<file path="config.mk">
export PLATFORM = sky130hd
export DESIGN_NAME = work_controller
export DESIGN_NICKNAME = d
export VERILOG_FILES = /design/src/rtl/miner_pkg.sv /design/src/rtl/work_controller_result_serializer.sv /design/src/rtl/work_controller.sv
export SDC_FILE = /design/constraint.sdc
export NUM_CORES = 1
export LEC_CHECK = 0
export BUFFER_PORTS_ARGS = -buffer_cell sky130_fd_sc_hd__buf_4
export CORE_AREA = 5 5 254 256
export CTS_BUF_LIST = sky130_fd_sc_hd__clkbuf_16
export CTS_CLUSTER_SIZE = 25
export DETAILED_ROUTE_END_ITERATION = 8
export DIE_AREA = 0 0 259 261
export GPL_TIMING_DRIVEN = 0
export PLACE_DENSITY_LB_ADDON = 0.2
export SYNTH_ARGS = -nofsm -noshare
export SYNTH_HDL_FRONTEND = slang
export SYNTH_HIERARCHICAL = 1
export SYNTH_SLANG_ARGS = --single-unit
</file>
<file path="constraint.sdc">
create_clock -name clk -period 3.8 [get_ports clk]
set_input_delay 0 -clock clk [delete_from_list [all_inputs] [get_ports clk]]
set_output_delay 0 -clock clk [all_outputs]
set_load 0.01 [all_outputs]
</file>
<file path="src/rtl/miner_pkg.sv">
// Shared definitions for the solver work controller.
//   - Solver state codes as reported on the solver's state_out.
//   - Status codes sent as the first byte of a result packet.
//   - Packet sizes and the controller state enum.
//   - Helpers that classify a solver state and map it to a status byte.
package miner_pkg;

    localparam int WORK_BYTES   = 76;  // 32 midstate + 12 header leftovers + 32 target
    localparam int RESULT_BYTES = 5;   // 1 status + 4 nonce
    localparam int WORK_BITS    = WORK_BYTES * 8;

    typedef enum logic [2:0] {
        WORKING_PRE        = 3'd0,
        WORKING            = 3'd1,
        WORKING_SECOND_PRE = 3'd2,
        WORKING_SECOND     = 3'd3,
        SOLUTION_FOUND     = 3'd4,
        NO_SOLUTION        = 3'd5
    } solver_state_e;

    localparam logic [7:0] ST_FOUND     = 8'h01;
    localparam logic [7:0] ST_EXHAUSTED = 8'h02;
    localparam logic [7:0] ST_FAULT     = 8'h03;

    typedef enum logic [1:0] {
        LOAD   = 2'd0,
        RUN    = 2'd1,
        RESULT = 2'd2
    } ctrl_state_e;

    // Codes 4..7 end a run; 6 and 7 are not defined by the solver and are
    // reported as a fault rather than ignored.
    function automatic logic is_terminal(input logic [2:0] code);
        return code >= 3'(SOLUTION_FOUND);
    endfunction

    function automatic logic [7:0] status_for(input logic [2:0] code);
        logic [7:0] st;
        case (code)
            3'(SOLUTION_FOUND): st = ST_FOUND;
            3'(NO_SOLUTION):    st = ST_EXHAUSTED;
            default:            st = ST_FAULT;
        endcase
        return st;
    endfunction

endpackage

</file>
<file path="src/rtl/work_controller_result_serializer.sv">
// result_serializer: latches a status byte and a 32-bit nonce on a load
// strobe and transmits them as a 5-byte valid/ready stream
// (status, nonce[31:24], nonce[23:16], nonce[15:8], nonce[7:0]).
// Ports:
//   clk, rst_n         clock, asynchronous active-low reset
//   load               one-cycle strobe; captures status_in/nonce_in
//   status_in[7:0]     status byte to send first
//   nonce_in[31:0]     nonce to send big-endian after the status
//   out_data[7:0]      current byte, registered, stable until consumed
//   out_valid          out_data valid
//   out_ready          sink accepts when out_valid && out_ready
//   done               combinational pulse on the handshake of the last byte
module result_serializer
    import miner_pkg::*;
(
    input  logic        clk,
    input  logic        rst_n,
    input  logic        load,
    input  logic [7:0]  status_in,
    input  logic [31:0] nonce_in,
    output logic [7:0]  out_data,
    output logic        out_valid,
    input  logic        out_ready,
    output logic        done
);

    localparam logic [2:0] LAST_IDX = 3'(RESULT_BYTES - 1);

    logic [7:0]  status_q, status_d;
    logic [31:0] nonce_q, nonce_d;
    logic [2:0]  tx_cnt_q, tx_cnt_d;
    logic        valid_q, valid_d;
    logic [7:0]  data_q, data_d;
    logic        handshake;

    function automatic logic [7:0] pick_byte(input logic [2:0] idx,
                                             input logic [7:0] st,
                                             input logic [31:0] n);
        logic [7:0] b;
        case (idx)
            3'd0:    b = st;
            3'd1:    b = n[31:24];
            3'd2:    b = n[23:16];
            3'd3:    b = n[15:8];
            default: b = n[7:0];
        endcase
        return b;
    endfunction

    assign handshake = valid_q && out_ready;

    always_comb begin
        status_d = status_q;
        nonce_d  = nonce_q;
        tx_cnt_d = tx_cnt_q;
        valid_d  = valid_q;
        data_d   = data_q;
        done     = 1'b0;
        if (load) begin
            status_d = status_in;
            nonce_d  = nonce_in;
            tx_cnt_d = 3'd0;
            valid_d  = 1'b1;
            data_d   = status_in;
        end else if (handshake) begin
            if (tx_cnt_q == LAST_IDX) begin
                valid_d = 1'b0;
                done    = 1'b1;
            end else begin
                // Present the next byte from the edge that consumes the
                // current one, so a held-high out_ready streams one per cycle.
                tx_cnt_d = tx_cnt_q + 3'd1;
                data_d   = pick_byte(tx_cnt_q + 3'd1, status_q, nonce_q);
            end
        end
    end

    always_ff @(posedge clk or negedge rst_n) begin
        if (!rst_n) begin
            status_q <= '0;
            nonce_q  <= '0;
            tx_cnt_q <= '0;
            valid_q  <= 1'b0;
            data_q   <= '0;
        end else begin
            status_q <= status_d;
            nonce_q  <= nonce_d;
            tx_cnt_q <= tx_cnt_d;
            valid_q  <= valid_d;
            data_q   <= data_d;
        end
    end

    assign out_data  = data_q;
    assign out_valid = valid_q;

endmodule

</file>
<file path="src/rtl/work_controller.sv">
// work_controller: host-facing front/back end for one block solver.
// Loads a 76-byte work packet from a byte stream into a 608-bit shift
// register, releases the solver from reset while it runs, and reports the
// outcome as a 5-byte result packet.
// Ports:
//   clk, rst_n               clock, asynchronous active-low reset
//   in_data/in_valid/in_ready   work byte stream (ready only while loading)
//   out_data/out_valid/out_ready result byte stream
//   midstate[255:0]          first 32 bytes received (first byte at [255:248])
//   header_leftovers[95:0]   next 12 bytes
//   target[255:0]            last 32 bytes
//   solver_rst_n             solver reset, high only while running
//   solver_state[2:0]        solver state_out
//   solver_nonce[31:0]       solver nonce, latched when a run ends
//   busy                     high while running
module work_controller
    import miner_pkg::*;
(
    input  logic         clk,
    input  logic         rst_n,
    input  logic [7:0]   in_data,
    input  logic         in_valid,
    output logic         in_ready,
    output logic [7:0]   out_data,
    output logic         out_valid,
    input  logic         out_ready,
    output logic [255:0] midstate,
    output logic [95:0]  header_leftovers,
    output logic [255:0] target,
    output logic         solver_rst_n,
    input  logic [2:0]   solver_state,
    input  logic [31:0]  solver_nonce,
    output logic         busy
);

    localparam logic [6:0] LAST_BYTE = 7'(WORK_BYTES - 1);

    ctrl_state_e          state_q, state_d;
    logic [WORK_BITS-1:0] shift_q, shift_d;
    logic [6:0]           byte_cnt_q, byte_cnt_d;
    logic                 in_ready_q, in_ready_d;
    logic                 solver_rst_n_q, solver_rst_n_d;
    logic                 busy_q, busy_d;

    logic                 accept;
    logic                 ser_load;
    logic [7:0]           ser_status;
    logic                 ser_done;

    // in_ready_q is only ever high in LOAD, so it also gates acceptance and
    // keeps bytes offered in other states unconsumed.
    assign accept = in_valid && in_ready_q;

    always_comb begin
        state_d    = state_q;
        shift_d    = shift_q;
        byte_cnt_d = byte_cnt_q;
        ser_load   = 1'b0;
        ser_status = ST_FAULT;
        case (state_q)
            LOAD: begin
                if (accept) begin
                    shift_d = {shift_q[WORK_BITS-9:0], in_data};
                    if (byte_cnt_q == LAST_BYTE) begin
                        byte_cnt_d = '0;
                        state_d    = RUN;
                    end else begin
                        byte_cnt_d = byte_cnt_q + 7'd1;
                    end
                end
            end
            RUN: begin
                if (is_terminal(solver_state)) begin
                    ser_load   = 1'b1;
                    ser_status = status_for(solver_state);
                    state_d    = RESULT;
                end
            end
            RESULT: begin
                if (ser_done) begin
                    state_d = LOAD;
                end
            end
            default: begin
                state_d = LOAD;
            end
        endcase
        // Outputs are registered from the next state so they line up with it.
        // The solver only leaves reset once all 76 bytes are in place.
        in_ready_d     = (state_d == LOAD);
        solver_rst_n_d = (state_d == RUN);
        busy_d         = (state_d == RUN);
    end

    always_ff @(posedge clk or negedge rst_n) begin
        if (!rst_n) begin
            state_q        <= LOAD;
            shift_q        <= '0;
            byte_cnt_q     <= '0;
            in_ready_q     <= 1'b0;
            solver_rst_n_q <= 1'b0;
            busy_q         <= 1'b0;
        end else begin
            state_q        <= state_d;
            shift_q        <= shift_d;
            byte_cnt_q     <= byte_cnt_d;
            in_ready_q     <= in_ready_d;
            solver_rst_n_q <= solver_rst_n_d;
            busy_q         <= busy_d;
        end
    end

    result_serializer u_result_serializer (
        .clk       (clk),
        .rst_n     (rst_n),
        .load      (ser_load),
        .status_in (ser_status),
        .nonce_in  (solver_nonce),
        .out_data  (out_data),
        .out_valid (out_valid),
        .out_ready (out_ready),
        .done      (ser_done)
    );

    assign in_ready         = in_ready_q;
    assign solver_rst_n     = solver_rst_n_q;
    assign busy             = busy_q;
    assign midstate         = shift_q[607:352];
    assign header_leftovers = shift_q[351:256];
    assign target           = shift_q[255:0];

endmodule

</file>
==> summary.txt, run 1 <==
Status
  • Status: completed

CTS
  • CTS Buf Count: 74
  • CTS H-Tree Depth: 3
  • Maximum clock path buffer count: 3
  • Setup bufs post-CTS: 0
  • Worst-Skew Late Latency: 0.61 ns
  • Root buf cell: clkbuf_16
  • Clk pin slew, worst setup/hold paths: 0.06 ns
  • CTS tree: built
  • Clock Sinks: 671

Global route
  • Largest net degree at the start of global routing: 117
  • Initial antenna violation count: 0
  • Gr usage total: 24.2%
  • Global-route wire length before repair: 128000 um
  • Vias in the first global route: 21500
  • Grt ovf: 0

Power
  • Pwr dens: 485 nW/um^2
  • Peak VDD IR: 0.000367 V
  • Sw Ratio: 26.5%
  • P_int: 0.0125 W
  • Switching power: 0.00451 W
  • Reg power frac: 47.0%
  • Clock share of power: 41.7%
  • Leakage power: 20.5 nW
  • Combinational share of power: 11.2%

Place
  • Dpl hpwl: 62100 um
  • Placed cell count: 4349
  • Area after DPL: 32100 um^2
  • Final GP Congestion: 0.867
  • Pre-CTS WS: 1.62 ns
  • PortBufs: 666

Yosys
  • Asr flop ratio synth: 100%
  • Synth warn: 6
  • EDFF count, synth: 0
  • Syn Area/Cell: 9.16 um^2
  • Distinct cell type count after synthesis: 38
  • Synthesized flop and latch total: 671
  • Post-synth top flop: dfrtp_1
  • Syn Std Cell Area: 25900 um^2
  • Sequential fraction of the synthesis area: 64.9%
  • Cells after Synth: 2826

Worst setup path
  • Critical Path End Type: register
  • Reg2Reg Setup Slack: 1.54 ns
  • Worst EP arrival: 2.72 ns
  • Startpoint types: register
  • Crit Path Category: reg -> reg
  • Worst-path fanout max: 10
  • Required @ worst endpoint: 4.26 ns

Routing
  • DRC viols: 0
  • Number of detailed-routing iterations run before antenna repair: 7
  • Via density: 4.73
  • Routed len/inst: 18.4 um
  • Starting DRT DRC Count: 1459
  • Post-route antenna net violation count: 0
  • Vias: 21400
  • Routed wire length: 83400 um

Die
  • Die width: 259 um
  • I/O pins: 667
  • Initial Utilization: 41.6%
  • # rows: 92
  • Core Area: 62300 um^2
  • Die Y: 261 um
  • Die area: 67600 um^2

Timing
  • Final Hold Slack: 0.148 ns
  • Max Freq: 0.443 GHz
  • Fin. max-slew vios: 0
  • Crit share post-route: 59.4%
  • RSZ-0062 raised after global routing: no
  • Hold Violations, Final: 0
  • Final min period: 2.26 ns
  • Endpoints failing setup: 0
  • Worst relative slew slack: 48.0%
  • Total negative slack: 0 ns
  • Worst slew pin tran: 0.780 ns
  • Worst Skew: 0.0232 ns
  • Final WS setup: 1.54 ns

Run
  • Max-Cap Viols: 0

Finish
  • Non-Filler Instances: 4534
  • Final net count: 3683
  • Synth-to-layout area growth: 35.4%
  • N_diodes: 0
  • Design Area, Final: 35000 um^2
  • Fraction of layout cells with a size suffix above 1: 26.1%
  • # fillers: 5583

Worst hold path
  • Hold crit path type: in -> reg
[power groups by stage]
stage               Clock [W]  Sequential (W)  Combinational (W)
finish                0.00709         0.00800            0.00191
CTS                   0.00726         0.00800            0.00194
detailed placement          0         0.00812            0.00190
global placement            0         0.00812            0.00185
global route          0.00755         0.00806            0.00212
floorplan                   0         0.00817           0.000562
[metrics by stage]
step / util (%) / power, W
CTS: 56.3 / 0.0172
finish: 56.3 / 0.0170
floorplan: - / 0.00874
global route: 56.3 / 0.0177
detailed placement: 51.6 / 0.0100
global placement: 51.3 / 0.00997
[final cells by class]
class	instances	area (um^2)	share of cell area, %
flip-flops and latches	671	16800	47.9
clock inverters	59	498	1.42
inverters	12	45.0	0.129
repair buffers	722	5690	16.2
clock buffers	76	1900	5.43
multi-input cells	1998	8130	23.2
well taps	846	1060	3.02
plain buffers	150	931	2.66
[path summary, 6_finish.rpt]
check | from | endpoint | cells after the start
setup reg to reg | state_q[1] | in_ready | 7
hold / removal | in_data[1] | shift_q[1] | 4
min in group asynchronous | rst_n | shift_q[462] | 4
setup / recovery | state_q[1] | in_ready | 7
hold reg to reg | shift_q[315] | shift_q[323] | 2
max in group asynchronous | rst_n | u_result_serializer/nonce_q[23] | 6
[cells by family after synthesis]
kind of cell / synth area share, %
compound gates: 1.66
xor+xnor: 0.164
fa+ha+maj: 0.338
buf+inv: 3.77
flops: 64.9
mux: 1.47
other cells: 0.0145
simple gates: 27.7
[per-layer routing]
layer	GRT usage, %	part of all wire (%)
met1	30.0	40
met4	8.93	3.8
met5	0	0
met2	39.6	48
met3	8.14	8.7
[Yosys cell counts, types with 2 or more instances]
cell type	count	area (um^2)
nand3_1	4	20.0
o21ai_0	11	55.1
inv_1	12	45.0
nor2_1	15	56.3
nand2_1	1846	6930
a211oi_1	4	30.0
buf_2	111	556
a21oi_1	13	65.1
nand3b_1	5	37.5
or3_1	2	12.5
o31ai_2	4	50.1
ha_1	7	87.6
dfrtp_1	671	16800
mux2i_1	2	20.0
mux2_2	32	360
a211oi_2	4	50.1
clkbuf_1	7	26.3
xnor2_1	2	17.5
a31oi_1	2	12.5
o211ai_1	4	30.0
and3_1	2	12.5
nand4_1	5	31.3
buf_6	29	327
buf_4	3	22.5
a22oi_1	16	120
[critical path: stages, from the launching register on]
cell	delay, ns
dfrtp_1	0.44
nand3b_1	0.27
inv_1	0.09
clkbuf_1	0.26
clkbuf_1	0.57
nor3_1	0.19
o21ai_0	0.19
o31ai_1	0.10
[repair_timing]
item | CTS | global route
gates resized for setup | 0 | 0
hold endpoints to repair | 324 | 0
hold buffers | 50 | 0
[sequential cells by signal, summed over array words and instances (netlist names)]
register                       flops
u_result_serializer/nonce_q       32
u_result_serializer/tx_cnt_q       3
shift_q                          608
in_ready                           1
state_q                            2
u_result_serializer/status_q       8
byte_cnt_q                         7
busy                               1
u_result_serializer/out_data       8
u_result_serializer/out_valid      1
[cell usage in the layout, fill, tap and decap left out, types with 2 or more instances in the layout]
cell type,netlist,layout
bufinv_16,0,7
buf_2,111,111
mux2_2,32,32
nand3b_1,5,5
a21oi_1,13,13
nand2_1,1846,1846
conb_1,1,6
buf_4,3,668
inv_1,12,29
inv_6,0,3
buf_6,29,29
o211ai_1,4,4
buf_16,0,7
nand4_1,5,5
clkinv_2,0,10
o21ai_0,11,11
mux2i_1,2,2
dlygate4sd3_1,0,49
a22oi_1,16,16
clkbuf_16,0,76
xnor2_1,2,2
clkinv_8,0,2
a211oi_2,4,4
nand3_1,4,4
and3_1,2,2
a31oi_1,2,2
clkinv_4,0,2
dfrtp_1,671,671
or3_1,2,2
clkbuf_1,7,7
nor2_1,15,15
a211oi_1,4,4
o31ai_2,4,4
clkinv_1,0,16
ha_1,7,7
Note: power is estimated with default switching activity, not from simulation.
==> inputs of run 2 (changes only) <==
Clock period 3.8 ns to 2.2 ns, I/O delays scaled along.
==> summary.txt, run 2 (synthesis gave the netlist of run 1 again) <==
Finish
  • Multi-input gate area: 8130 um^2 (unchanged)
  • Most frequent cells in the layout: 1846 x nand2_1, 671 x dfrtp_1, 668 x buf_4
  • Largest regs: shift_q x608, u_result_serializer/nonce_q x32
  • Largest Register: shift_q
  • Most common cell after layout, fill and taps aside: nand2_1
  • Max reg flops: 608 (unchanged)
  • Fraction of layout cells with a size suffix above 1: 26.1% (+0.040 points)
  • Synth-to-layout area growth: 35.6%
  • Final net count: 3685 (+0.054%)
  • Sequential cell area: 16800 um^2 (unchanged)
  • Core Util, Final: 56.3% (+0.062 points)
  • # fillers: 5582 (-0.018%)

Power
  • Leakage power: 20.6 nW (about the same)
  • Peak VDD IR: 0.000634 V (+73%)
  • Tot Pwr: 0.0294 W (+73%)
  • Pwr dens: 837 nW/um^2 (+73%)

Global route
  • Initial antenna violation count: 0 (unchanged)
  • Vias in the first global route: 21500 (-0.074%)
  • Global-route wire length before repair: 128000 um (about the same)
  • Gr usage total: 24.1% (about the same)
  • Grt ovf: 0 (unchanged)
  • Largest net degree at the start of global routing: 117 (unchanged)

CTS
  • Clk pin slew, worst setup/hold paths: 0.06 ns (about the same)
  • CTS H-Tree Depth: 3 (unchanged)
  • Worst-Skew Late Latency: 0.61 ns (about the same)
  • Root buf cell: clkbuf_16
  • CTS Buf Count: 74 (unchanged)
  • Maximum clock path buffer count: 3 (unchanged)
  • Setup bufs post-CTS: 0 (unchanged)
  • CTS tree: built
  • Clock Sinks: 671 (unchanged)

Worst setup path
  • Critical Path End Type: register
  • Worst setup endpoint: u_result_serializer/out_data[2]
  • Reg-to-Reg End: u_result_serializer/out_data[2]
  • Required @ worst endpoint: 2.73 ns (-1.53 ns)
  • Crit Path Category: reg -> reg
  • CP Launch Point: u_result_serializer/tx_cnt_q[0]
  • Worst EP arrival: 2.56 ns (-0.16 ns)
  • Worst-path fanout max: 7 (-3)
  • Worst reg2reg startpoint: u_result_serializer/tx_cnt_q[0]
  • Startpoint types: register
  • R2R cell count: 5 (-2)
  • Reg2Reg Setup Slack: 0.17 ns (-1.38 ns)

Place
  • Dpl hpwl: 62100 um (unchanged)
  • Final GP Congestion: 0.867 (unchanged)
  • PortBufs: 666 (unchanged)
  • Pre-CTS WS: 0.0173 ns (-1.60 ns)

Die
  • Die Y: 261 um (unchanged)
  • Core Area: 62300 um^2 (unchanged)
  • # rows: 92 (unchanged)
  • Initial Utilization: 41.6% (unchanged)
  • Die width: 259 um (unchanged)
  • I/O pins: 667 (unchanged)
  • Die area: 67600 um^2 (unchanged)

Timing
  • Crit share post-route: 92.5% (+33 points)
  • Worst slew pin tran: 0.848 ns (+0.0682 ns)
  • RSZ-0062 raised after global routing: no
  • Final min period: 2.03 ns (-0.222 ns)
  • Hold Violations, Final: 18 (+18)
  • Final Hold Slack: -0.0205 ns (-0.169 ns)
  • Endpoints failing setup: 0 (unchanged)
  • Max Freq: 0.492 GHz (+11%)
  • Fin. max-slew vios: 0 (unchanged)
  • Final WS setup: 0.166 ns (-1.38 ns)
  • Worst relative slew slack: 43.3% (-4.7 points)
  • Worst Skew: 0.0253 ns (+0.00209 ns)

Routing
  • Starting DRT DRC Count: 1383 (-5.2%)
  • DRC viols: 0 (unchanged)
  • Post-route antenna net violation count: 0 (unchanged)
  • Routed len/inst: 18.4 um (+0.24%)
  • Number of detailed-routing iterations run before antenna repair: 5 (-2)
  • Routed wire length: 83700 um (+0.31%)
  • Via density: 4.74 (+0.25%)
  • Vias: 21500 (+0.32%)

Worst hold path
  • Hold crit path type: in -> async

Run
  • Max-Cap Viols: 0 (unchanged)

Status
  • Failing checks: hold timing
  • Status: complete, but fails checks
## run 2: cell types whose count changed in the layout (fill, tap and decap cells not counted), sizes merged
cell	before	now
clkbuf	83	84
diode	0	1
dlygate4sd3	49	50
## run 2: through the flow
stage          instance area (um^2)  instances  setup TNS (ns)
6_report                      35100       4537               0
5_1_grt                       35100       4536               0
4_1_cts                       35000       4532               0
3_5_place_dp                  32100       4349               0
3_3_place_gp                  32000       4343        -4390.24
2_1_floorplan                 25900       2831               0
## run 2: cell type report
cell class              count  share of cell area, %
clock inverters            59                   1.42
well taps                 846                   3.02
flip-flops and latches    671                   47.9
inverters                  12                  0.128
multi-input cells        1998                   23.2
clock buffers              76                   5.42
diodes                      1                0.00713
repair buffers            724                   16.3
plain buffers             150                   2.66
## run 2: critical path, stage by stage (launching register included)
cell	delay (ns)
dfrtp_1	0.44
inv_1	0.11
ha_1	0.22
a21oi_1	0.64
or2b_1	0.37
o211ai_1	0.19
## run 2: metal layers
layer  wire (um)  global-route usage [%]  up-vias
met4        3190                    8.93        0
met3        7440                    8.14      151
li1            -                       -    10300
met1       32800                    30.0    10400
met5           0                       0        -
met2       40200                    39.6      662
## run 2: how the worst min path moves through the flow
| stage | startpoint | endpoint | slack, ns | cells after the start |
|---|---|---|---|---|
| 6_report | rst_n | shift_q[447] | -0.02 | 3 |
| 5_1_grt | rst_n | shift_q[447] | -0.004 | 3 |
| 4_1_cts | rst_n | shift_q[461] | -0.08 | 2 |
| 3_5_place_dp | rst_n | shift_q[461] | -0.02 | 1 |
| 3_3_place_gp | in_data[7] | shift_q[7] | 0.19 | 3 |
| 2_1_floorplan | rst_n | busy | -0.30 | 0 |
## run 2: report_power, final
group / switching (W) / internal, W / total [W]
clock network: 0.00513 / 0.00712 / 0.0123
logic: 0.00193 / 0.00138 / 0.00331
registers: 0.000746 / 0.0131 / 0.0138
total: 0.00780 / 0.0216 / 0.0294
## run 2: timing repair
item                                    CTS  global route
endpoints found under the setup margin    1           116
endpoints found under the hold margin   324             7
gates cloned                              0             1
gates resized for setup                   1             0
hold buffers                             48             3
